--- config.mk ---
export PLATFORM = sky130hd
export DESIGN_NAME = sdram_host_master_flat
export DESIGN_NICKNAME = d
export VERILOG_FILES = /design/src/rtl/sdram_host_master_if.sv /design/src/rtl/sdram_host_master.sv /design/src/flat_wrapper.sv
export SDC_FILE = /design/constraint.sdc
export NUM_CORES = 1
export LEC_CHECK = 0
export CAP_MARGIN = 0
export CORE_ASPECT_RATIO = 0.8
export CORE_UTILIZATION = 60
export CTS_BUF_LIST = sky130_fd_sc_hd__clkbuf_8
export DETAILED_ROUTE_END_ITERATION = 16
export DONT_BUFFER_PORTS = 1
export GPL_TIMING_DRIVEN = 0
export PLACE_DENSITY_LB_ADDON = 0.25
export SYNTH_ARGS = -nofsm -noshare
export SYNTH_HDL_FRONTEND = slang
export SYNTH_SLANG_ARGS = --single-unit
--- constraint.sdc ---
create_clock -name CLK -period 3.1 [get_ports CLK]
set_input_delay 0.93 -clock CLK [delete_from_list [all_inputs] [get_ports CLK]]
set_output_delay 0.93 -clock CLK [all_outputs]
set_load 0.01 [all_outputs]
--- src/rtl/sdram_host_master_if.sv ---
// Client and SDRAM-controller host handshake bundle for sdram_host_master.
// master = burst initiator side, slave = client plus controller side.
interface sdram_host_master_if #(
    parameter int ASIZE  = 22,
    parameter int DSIZE  = 16,
    parameter int MAXLEN = 8
);
    logic                      C_REQ;
    logic                      C_WE;
    logic [ASIZE-1:0]          C_ADDR;
    logic [$clog2(MAXLEN):0]   C_LEN;
    logic [DSIZE-1:0]          C_WDATA;
    logic                      C_WPUSH;
    logic                      C_BUSY;
    logic [DSIZE-1:0]          C_RDATA;
    logic                      C_RVALID;
    logic                      C_DONE;
    logic                      C_ERR;

    logic [ASIZE-1:0]          ADDR;
    logic                      WR;
    logic                      RD;
    logic [7:0]                LENGTH;
    logic [DSIZE-1:0]          DATAIN;
    logic [DSIZE/8-1:0]        DM;
    logic [DSIZE-1:0]          DATAOUT;
    logic                      IN_REQ;
    logic                      OUT_VALID;
    logic                      DONE;
    logic                      ACT;

    modport master (
        input  C_REQ, C_WE, C_ADDR, C_LEN, C_WDATA, C_WPUSH,
        input  DATAOUT, IN_REQ, OUT_VALID, DONE, ACT,
        output C_BUSY, C_RDATA, C_RVALID, C_DONE, C_ERR,
        output ADDR, WR, RD, LENGTH, DATAIN, DM
    );

    modport slave (
        output C_REQ, C_WE, C_ADDR, C_LEN, C_WDATA, C_WPUSH,
        output DATAOUT, IN_REQ, OUT_VALID, DONE, ACT,
        input  C_BUSY, C_RDATA, C_RVALID, C_DONE, C_ERR,
        input  ADDR, WR, RD, LENGTH, DATAIN, DM
    );
endinterface

--- src/rtl/sdram_host_master.sv ---
// Single-burst SDRAM host initiator: buffers one write burst, streams read words,
// and keeps the controller's WR/RD level-start / hold-until-DONE / gap rules.
//
// state  | meaning
// IDLE   | waiting for C_REQ, length checked on accept
// LOAD   | collecting write words into the burst buffer
// ISSUE  | WR/RD registered high on exit
// XFER   | request level held, data moving, DONE / timeout watched
// GAP    | WR/RD low for one cycle, C_DONE or C_ERR pulses
module sdram_host_master #(
    parameter int ASIZE   = 22,
    parameter int DSIZE   = 16,
    parameter int MAXLEN  = 8,
    parameter int RD_LAT  = 1,
    parameter int TIMEOUT = 255
) (
    input  logic                 CLK,
    input  logic                 RESET_N,
    sdram_host_master_if.master  bus
);
    localparam int PW = $clog2(MAXLEN);
    localparam int LW = PW + 1;
    localparam logic [LW-1:0] LEN_ONE = LW'(1);
    localparam logic [LW-1:0] LEN_MAX = LW'(MAXLEN);
    localparam logic [7:0]    TMO     = 8'(TIMEOUT);

    typedef enum logic [2:0] {S_IDLE, S_LOAD, S_ISSUE, S_XFER, S_GAP} state_t;

    state_t            state, state_n;
    logic              we_q;
    logic [LW-1:0]     len_q, lptr, rcnt;
    logic [PW-1:0]     wptr;
    logic              done_seen;
    logic [7:0]        tcnt;
    logic [RD_LAT-1:0] ov_pipe;
    logic [DSIZE-1:0]  wbuf [MAXLEN];

    logic len_bad, ov_dly, rd_take, push_ok;
    logic fin_ok, fin_abort, reject;
    logic act_unused;

    assign act_unused = bus.ACT;
    assign len_bad    = (bus.C_LEN == '0) || (bus.C_LEN > LEN_MAX);
    assign ov_dly     = ov_pipe[RD_LAT-1];
    assign rd_take    = (state == S_XFER) && !we_q && ov_dly && (rcnt < len_q);
    assign push_ok    = (state == S_LOAD) && bus.C_WPUSH;

    // Combinational so the word presented follows IN_REQ with no added latency.
    assign bus.DATAIN = wbuf[wptr];
    assign bus.DM     = '0;

    always_comb begin
        state_n   = state;
        fin_ok    = 1'b0;
        fin_abort = 1'b0;
        reject    = 1'b0;
        unique case (state)
            S_IDLE: begin
                if (bus.C_REQ) begin
                    if (len_bad) reject = 1'b1;
                    else         state_n = bus.C_WE ? S_LOAD : S_ISSUE;
                end
            end
            S_LOAD: begin
                if (bus.C_WPUSH && ((lptr + LEN_ONE) == len_q)) state_n = S_ISSUE;
            end
            S_ISSUE: state_n = S_XFER;
            S_XFER: begin
                if (done_seen && (we_q || (rcnt == len_q))) begin
                    state_n = S_GAP;
                    fin_ok  = 1'b1;
                end else if ((tcnt + 8'd1) == TMO) begin
                    state_n   = S_GAP;
                    fin_abort = 1'b1;
                end
            end
            S_GAP:   state_n = S_IDLE;
            default: state_n = S_IDLE;
        endcase
    end

    always_ff @(posedge CLK or negedge RESET_N) begin
        if (!RESET_N) begin
            state        <= S_IDLE;
            we_q         <= 1'b0;
            len_q        <= '0;
            lptr         <= '0;
            rcnt         <= '0;
            wptr         <= '0;
            done_seen    <= 1'b0;
            tcnt         <= '0;
            ov_pipe      <= '0;
            bus.C_BUSY   <= 1'b0;
            bus.C_RDATA  <= '0;
            bus.C_RVALID <= 1'b0;
            bus.C_DONE   <= 1'b0;
            bus.C_ERR    <= 1'b0;
            bus.ADDR     <= '0;
            bus.LENGTH   <= '0;
            bus.WR       <= 1'b0;
            bus.RD       <= 1'b0;
        end else begin
            state        <= state_n;
            bus.C_BUSY   <= (state_n != S_IDLE);
            bus.WR       <= (state_n == S_XFER) && we_q;
            bus.RD       <= (state_n == S_XFER) && !we_q;
            bus.C_DONE   <= fin_ok;
            bus.C_ERR    <= fin_abort | reject;
            bus.C_RVALID <= rd_take;
            ov_pipe      <= (ov_pipe << 1) | RD_LAT'(bus.OUT_VALID);

            if (state == S_IDLE && bus.C_REQ) begin
                we_q       <= bus.C_WE;
                bus.ADDR   <= bus.C_ADDR;
                len_q      <= bus.C_LEN;
                bus.LENGTH <= 8'(bus.C_LEN);
                lptr       <= '0;
                wptr       <= '0;
                rcnt       <= '0;
            end
            if (push_ok) lptr <= lptr + LEN_ONE;
            if (state == S_ISSUE) begin
                tcnt      <= '0;
                done_seen <= 1'b0;
            end
            if (state == S_XFER) begin
                tcnt      <= tcnt + 8'd1;
                done_seen <= done_seen | bus.DONE;
                // Pointer parks on the last word once the burst is consumed.
                if (we_q && bus.IN_REQ && ({1'b0, wptr} != (len_q - LEN_ONE)))
                    wptr <= wptr + PW'(1);
            end
            if (rd_take) begin
                bus.C_RDATA <= bus.DATAOUT;
                rcnt        <= rcnt + LEN_ONE;
            end
        end
    end

    always_ff @(posedge CLK) begin
        if (push_ok) wbuf[lptr[PW-1:0]] <= bus.C_WDATA;
    end
endmodule

--- src/flat_wrapper.sv ---
// flat-port wrapper written by rule: the top's interface ports become plain ports
module sdram_host_master_flat 
#(
    parameter int ASIZE   = 22,
    parameter int DSIZE   = 16,
    parameter int MAXLEN  = 8,
    parameter int RD_LAT  = 1,
    parameter int TIMEOUT = 255
)
  (CLK, RESET_N, bus_C_REQ, bus_C_WE, bus_C_ADDR, bus_C_LEN, bus_C_WDATA, bus_C_WPUSH, bus_DATAOUT, bus_IN_REQ, bus_OUT_VALID, bus_DONE, bus_ACT, bus_C_BUSY, bus_C_RDATA, bus_C_RVALID, bus_C_DONE, bus_C_ERR, bus_ADDR, bus_WR, bus_RD, bus_LENGTH, bus_DATAIN, bus_DM);
  sdram_host_master_if #(.ASIZE(ASIZE), .DSIZE(DSIZE), .MAXLEN(MAXLEN)) bus_i ();
  input  logic CLK;
  input  logic RESET_N;
  input wire logic [$bits(bus_i.C_REQ)-1:0] bus_C_REQ;
  input wire logic [$bits(bus_i.C_WE)-1:0] bus_C_WE;
  input wire logic [$bits(bus_i.C_ADDR)-1:0] bus_C_ADDR;
  input wire logic [$bits(bus_i.C_LEN)-1:0] bus_C_LEN;
  input wire logic [$bits(bus_i.C_WDATA)-1:0] bus_C_WDATA;
  input wire logic [$bits(bus_i.C_WPUSH)-1:0] bus_C_WPUSH;
  input wire logic [$bits(bus_i.DATAOUT)-1:0] bus_DATAOUT;
  input wire logic [$bits(bus_i.IN_REQ)-1:0] bus_IN_REQ;
  input wire logic [$bits(bus_i.OUT_VALID)-1:0] bus_OUT_VALID;
  input wire logic [$bits(bus_i.DONE)-1:0] bus_DONE;
  input wire logic [$bits(bus_i.ACT)-1:0] bus_ACT;
  output wire logic [$bits(bus_i.C_BUSY)-1:0] bus_C_BUSY;
  output wire logic [$bits(bus_i.C_RDATA)-1:0] bus_C_RDATA;
  output wire logic [$bits(bus_i.C_RVALID)-1:0] bus_C_RVALID;
  output wire logic [$bits(bus_i.C_DONE)-1:0] bus_C_DONE;
  output wire logic [$bits(bus_i.C_ERR)-1:0] bus_C_ERR;
  output wire logic [$bits(bus_i.ADDR)-1:0] bus_ADDR;
  output wire logic [$bits(bus_i.WR)-1:0] bus_WR;
  output wire logic [$bits(bus_i.RD)-1:0] bus_RD;
  output wire logic [$bits(bus_i.LENGTH)-1:0] bus_LENGTH;
  output wire logic [$bits(bus_i.DATAIN)-1:0] bus_DATAIN;
  output wire logic [$bits(bus_i.DM)-1:0] bus_DM;
  assign bus_i.C_REQ = bus_C_REQ;
  assign bus_i.C_WE = bus_C_WE;
  assign bus_i.C_ADDR = bus_C_ADDR;
  assign bus_i.C_LEN = bus_C_LEN;
  assign bus_i.C_WDATA = bus_C_WDATA;
  assign bus_i.C_WPUSH = bus_C_WPUSH;
  assign bus_i.DATAOUT = bus_DATAOUT;
  assign bus_i.IN_REQ = bus_IN_REQ;
  assign bus_i.OUT_VALID = bus_OUT_VALID;
  assign bus_i.DONE = bus_DONE;
  assign bus_i.ACT = bus_ACT;
  assign bus_C_BUSY = bus_i.C_BUSY;
  assign bus_C_RDATA = bus_i.C_RDATA;
  assign bus_C_RVALID = bus_i.C_RVALID;
  assign bus_C_DONE = bus_i.C_DONE;
  assign bus_C_ERR = bus_i.C_ERR;
  assign bus_ADDR = bus_i.ADDR;
  assign bus_WR = bus_i.WR;
  assign bus_RD = bus_i.RD;
  assign bus_LENGTH = bus_i.LENGTH;
  assign bus_DATAIN = bus_i.DATAIN;
  assign bus_DM = bus_i.DM;
  sdram_host_master #(.ASIZE(ASIZE), .DSIZE(DSIZE), .MAXLEN(MAXLEN), .RD_LAT(RD_LAT), .TIMEOUT(TIMEOUT)) u_core (.CLK(CLK), .RESET_N(RESET_N), .bus(bus_i));
endmodule
Word-level counts from Yosys, hierarchy flattened
Memory sizes are Yosys's and may differ from the RTL's.
Index checks and enable logic that the tools add are counted.

word-level totals
  memories = 1
  register bits after elaboration = 73
  output and inout bits = 70
  RAM bits = 128
  input port bits = 67
  word-level logic and storage cells = 82

memory list
  memory       depth  width  read ports  clocked after memory_dff  write ports  line                     source
  u_core.wbuf  8      16     1           0                         1            sdram_host_master.sv:36  logic [DSIZE-1:0] wbuf [MAXLEN];

cells by class
  add/subtract/negate cells = 5
  reduce and logical (&&, ||, !) cells = 20
  equal/unequal tests = 8
  bitwise gates (word level) = 2
  $lt $le $gt $ge = 2
  multiplexer cells = 27

operators with widths
  kind                 number
  $mux 3               8
  $mux 8               2
  $mux 1               12
  $mux 4               3
  $pmux 3 s4           1
  $logic_and 1x1->1    11
  $eq 3x2->1 const B   3
  $add 4x1->4 const B  2
  $add 8x1->8 const B  1
  $eq 4x4->1           2
  $eq 8x8->1 const B   1
  $reduce_bool 2->1    3
  $gt 4x4->1 const B   1
  $logic_not 4->1      1
  $lt 4x4->1           1
  $ne 3x4->1           1
  $sub 4x1->4 const B  1
  $add 3x1->3 const B  1
  $eq 3x1->1 const B   1
  $logic_not 3->1      1
  $reduce_bool 3->1    1
  $logic_or 1x1->1     2
  $mux 2               1
  $or 1x1->1           2
  $logic_not 1->1      1

Longest topological paths before layout
  depth in word-level cells = 7
  depth in mapped cells = 8
  depth with buffers taken out = 7

Least setup slack after synthesis
Ideal clock, no wire load.

  path kind = input port to flip-flop
  from = input bus_C_WPUSH
  to = memory u_core.wbuf[0][0] (enable)
  path slack = 0.317 ns
  cell stages on the path = 3
  library setup time = 0.409 ns
  arrival = 2.374 ns
  buffers on the path = 0
  required time = 2.691 ns
  cells stage by stage = and2_1 nand2b_1 nor3_1

between the ends
  longest elaborated chain between the ends = 3

ends and longest elaborated chain
  item                          line                      source
  start: declaration            flat_wrapper.sv:19        input wire logic [$bits(bus_i.C_WPUSH)-1:0] bus_C_WPUSH;
  $logic_and 1x1->1             sdram_host_master.sv:46   assign push_ok = (state == S_LOAD) && bus.C_WPUSH;
  $mux 1                        sdram_host_master.sv:141  if (push_ok) wbuf[lptr[PW-1:0]] <= bus.C_WDATA;
  $mux 1 (implied by the code)  sdram_host_master.sv:141
  end: declaration              sdram_host_master.sv:36

No other way between the ends.

Worst setup path in the final report
  from = register u_core.wptr[0]
  to = output bus_DATAIN[6]

between the ends
  longest elaborated chain between the ends = 1

ends and longest elaborated chain
  item                      line                      source
  start: declaration        sdram_host_master.sv:32   logic [PW-1:0] wptr;
  start signal: assignment  sdram_host_master.sv:131  wptr <= wptr + PW'(1);
  $mem_v2 8x16              n/a
  end: declaration          flat_wrapper.sv:34        output wire logic [$bits(bus_i.DATAIN)-1:0] bus_DATAIN;

No other way between the ends.

==> summary.log <==
[setup_path] sequence of cells on the critical path buf_12 -> buf_12 -> mux4_2 -> mux2_2
[setup_path] arrival time of data at the critical path endpoint 2.10 ns
[drt] Total Wirelength 15.7 mm
[floorplan] number of placed I/O pins 137
[drt] uppermost signal routing layer after detailed routing met4
[logic_synthesis] async set-reset flop share out of synthesis 36.3%
[job] count of maximum capacitance violations 0
[drt] final routed DRC violation total 0
[global_routing] number of global-route vias before repair 4745
[setup_path] cell class contributing the biggest share of worst-path delay multiplexers
[drt] number of vias in the routed layout 4512
[global_routing] maximum number of pins on one net before global-route repair 74
[placement] worst slack at placement 0.114 ns
[timing] period utilisation layout 97.8%
[global_routing] GRT Overall Usage 23.3%
[setup_path] Reg2Reg Setup Slack 0.40 ns
[timing] max frequency 330 MHz
[power] maximum vdd ir drop 522 uV
[setup_path] most repeated library cell on the critical path sky130_fd_sc_hd__buf_12
[placement] Placed Cells incl. Taps 715
[floorplan] Die Ht 107 microns
[logic_synthesis] warnings from Yosys 0
[logic_synthesis] largest area contributor in the netlist sky130_fd_sc_hd__edfxtp_1
[timing] number of setup violations in the final report 0
[timing] Fin Hold WS 0.0708 ns
[logic_synthesis] number of flops mapped to enable cells by yosys 128
[drt] average detailed-routed wire length per instance 20.3 microns
[drt] ANT nets after route 0
[timing] Setup TNS Final 0 ns
[power] leakage power figure 3.61 nW
[logic_synthesis] Commonest cells post-synth sky130_fd_sc_hd__edfxtp_1 (128), sky130_fd_sc_hd__nand2_1 (100), sky130_fd_sc_hd__dfrtp_1 (73), sky130_fd_sc_hd__mux4_2 (32), sky130_fd_sc_hd__o21ai_0 (18)
[timing] worst rel slew slack 31.2%
[drt] Detailed Route Iter0 Violations 408
[logic_synthesis] Synth top area share 46.7%
[setup_path] crit-path max cell delay 0.51 ns
[timing] final critical delay including setup and external delays 3.03 ns
[power] Cell Pwr Density 839 nW/um^2
[clocking] CTS Sinks 201
[logic_synthesis] Area contributors post-synth sky130_fd_sc_hd__edfxtp_1 (47%), sky130_fd_sc_hd__dfrtp_1 (22%), sky130_fd_sc_hd__mux4_2 (8.8%)
[drt] Detailed Routing Iterations Pass 1 5
[logic_synthesis] Post-Synthesis Mean Instance Area 15.6 sq um
[layout] synth-to-layout area growth 12.6%
[setup_path] crit path capture type primary output
[clocking] clock insertion delay at the later pin of the skew report 0.55 ns
[logic_synthesis] sequential share of the synthesized area 68.9%
[floorplan] Cell Rows 37
[setup_path] kind of critical path register to primary output
[timing] max-slew violation total from the final report 0
[placement] dpl hpwl 10.7 mm
[placement] Final Wtd Congestion 0.783
[clocking] Bufs on Longest Clock Path 3
[logic_synthesis] number of flip-flops and latches in the synthesized netlist 201
[clocking] clock-pin slew on the worst setup and hold paths 0.07 ns
[floorplan] Die Span X 133 microns
[setup_path] cell with the largest stage delay on the worst path sky130_fd_sc_hd__mux4_2
[drt] WL met3 957 microns
[timing] setup slack after layout 0.0668 ns
[clocking] CTS Root Buffer Type sky130_fd_sc_hd__clkbuf_8
[layout] final non-filler cell total 773
[floorplan] core footprint 13100 sq um
[timing] unrepaired setup endpoints after global routing true
[setup_path] critical path buffer and inverter count 2
[outcome] result of the run finished, final reports clean
[logic_synthesis] synthesized netlist cell count 528
[logic_synthesis] top-count cell post-synth sky130_fd_sc_hd__edfxtp_1
[layout] number of antenna diodes 0
[timing] final worst clock skew 0.0217 ns
[min_path] class of the tightest hold or removal check primary input to async pin
[drt] Met2 Routed Length 7.82 mm
[clocking] number of levels the H-tree was split into 1
[logic_synthesis] top_reg_cell synth sky130_fd_sc_hd__edfxtp_1
[timing] actual slew at the worst max-slew pin 1.03 ns
[layout] Post-layout nets 651
[clocking] clock tree from TritonCTS yes
[setup_path] r2r endpoint u_core.wbuf[4][4]
[floorplan] total die area 14200 sq um
[layout] fraction of layout cells with a size suffix above 1 23.6%
[setup_path] required time reported for the critical path endpoint 2.17 ns
[global_routing] aggregate global routing overflow 0
[timing] count of final hold-check violations 0
[placement] port buffer count 0
[logic_synthesis] number of different library cells in the post-synthesis netlist 47
[drt] metal1 wirelength 6.59 mm
[setup_path] Worst Path Max Fanout 10
[clocking] number of buffers added by the clock tree synthesis step 30
[global_routing] wire length of the first global-routing pass 24.8 mm
[setup_path] kind of start point of the critical path register
[drt] ratio of routed vias to standard cells 5.84
[setup_path] worst reg2reg startpoint u_core.state[1]
[floorplan] starting utilization of the core area 62.8%
[setup_path] depth of the worst register-to-register path 4
[power] PnR Total Power 7.77 mW
[logic_synthesis] area of the mapped netlist 8220 sq um
[global_routing] initial antenna violation count 0
report_power, final:
group / switching (mW) / internal, mW / total [mW]
clock: 0.988 / 1.06 / 2.05
sequential: 0.509 / 3.36 / 3.87
combinational: 0.986 / 0.860 / 1.85
total: 2.48 / 5.28 / 7.77
metrics by stage:
stage	cell area, sq um	util [%]
final	9260	70.7
after global routing	9260	70.7
after CTS	9250	70.6
after detailed placement	8580	65.5
after global placement	8460	64.6
after floorplan	8240	-
metal layers:
metal	GRT usage, %	up-vias
li1	-	2035
met1	31.3	2274
met2	38.4	171
met3	5.01	32
met4	7.47	0
met5	0	-
worst max-delay path by stage:
stage                    startpoint  depth (start not counted)                end
global placement    u_core.state[1]                          4  u_core.wbuf[0][2]
floorplan               bus_C_WPUSH                          3  u_core.wbuf[0][0]
finish               u_core.wptr[0]                          4      bus_DATAIN[6]
detailed placement   u_core.wptr[1]                          4     bus_DATAIN[13]
global route         u_core.wptr[0]                          4     bus_DATAIN[14]
CTS                  u_core.wptr[0]                          4     bus_DATAIN[10]
placed cells by master, fill, tap and decap left out, types with 4 or more instances in the layout:
cell type	instances
sky130_fd_sc_hd__nand3_1	7
sky130_fd_sc_hd__nor2b_1	4
sky130_fd_sc_hd__ha_1	10
sky130_fd_sc_hd__buf_2	7
sky130_fd_sc_hd__nor4_1	4
sky130_fd_sc_hd__xnor2_1	10
sky130_fd_sc_hd__edfxtp_1	128
sky130_fd_sc_hd__buf_8	4
sky130_fd_sc_hd__xor2_1	4
sky130_fd_sc_hd__a21oi_1	4
sky130_fd_sc_hd__buf_4	9
sky130_fd_sc_hd__clkbuf_8	36
sky130_fd_sc_hd__nor2_2	6
sky130_fd_sc_hd__dfrtp_1	72
sky130_fd_sc_hd__mux2_2	15
sky130_fd_sc_hd__nand2_1	100
sky130_fd_sc_hd__buf_12	4
sky130_fd_sc_hd__inv_1	22
sky130_fd_sc_hd__mux4_2	32
sky130_fd_sc_hd__nand2b_1	5
sky130_fd_sc_hd__buf_6	5
sky130_fd_sc_hd__mux2_1	16
sky130_fd_sc_hd__conb_1	6
sky130_fd_sc_hd__o21ai_0	18
sky130_fd_sc_hd__mux2i_1	4
sky130_fd_sc_hd__nor2_1	10
sky130_fd_sc_hd__clkinv_2	6
cell type report:
class	instances	area, sq um
sequential	201	5670
fill	837	3840
multi-input combinational	292	2390
clock buffer	36	495
buffer	27	229
tap	175	219
timing repair buffer	10	113
clock inverter	20	92.6
inverter	12	45.0
worst register-to-register path: stages (launching register included):
cell,delay (ns)
sky130_fd_sc_hd__dfrtp_1,0.46
sky130_fd_sc_hd__nor3b_1,0.50
sky130_fd_sc_hd__and2_1,0.30
sky130_fd_sc_hd__nand2b_1,0.20
sky130_fd_sc_hd__nor2_2,0.83
state kept, by name, indices dropped and copies added, names as in the netlist:
register and count:
u_core.bus.C_RDATA 16, u_core.bus.C_ERR 1, u_core.tcnt 8, u_core.bus.WR 1, u_core.done_seen 1, u_core.len_q 4
u_core.wptr 3, u_core.we_q 1, u_core.bus.RD 1, u_core.lptr 4, u_core.bus.C_BUSY 1, u_core.rcnt 4
u_core.bus.C_RVALID 1, u_core.ov_dly 1, u_core.state 3, u_core.wbuf 128, u_core.bus.ADDR 22, u_core.bus.C_DONE 1
logic make-up (layout without fill, tap and decap cells):
kind of cell,count (synthesis),after routing,share of synthesized area (%)
compound gates,41,41,3.27
xor+xnor,14,14,1.49
fa+ha+maj,10,10,1.52
buf+inv,40,105,2.56
flops,201,201,68.9
mux,69,69,13.8
other cells,1,6,0.0456
simple gates,152,152,8.40
timing repair:
item,in CTS,in global routing
setup buffers,3,0
setup endpoints to repair,16,15
gates resized for setup,20,4
gates cloned,0,0
hold buffers,0,0
Note: power is estimated with default switching activity, not from simulation.
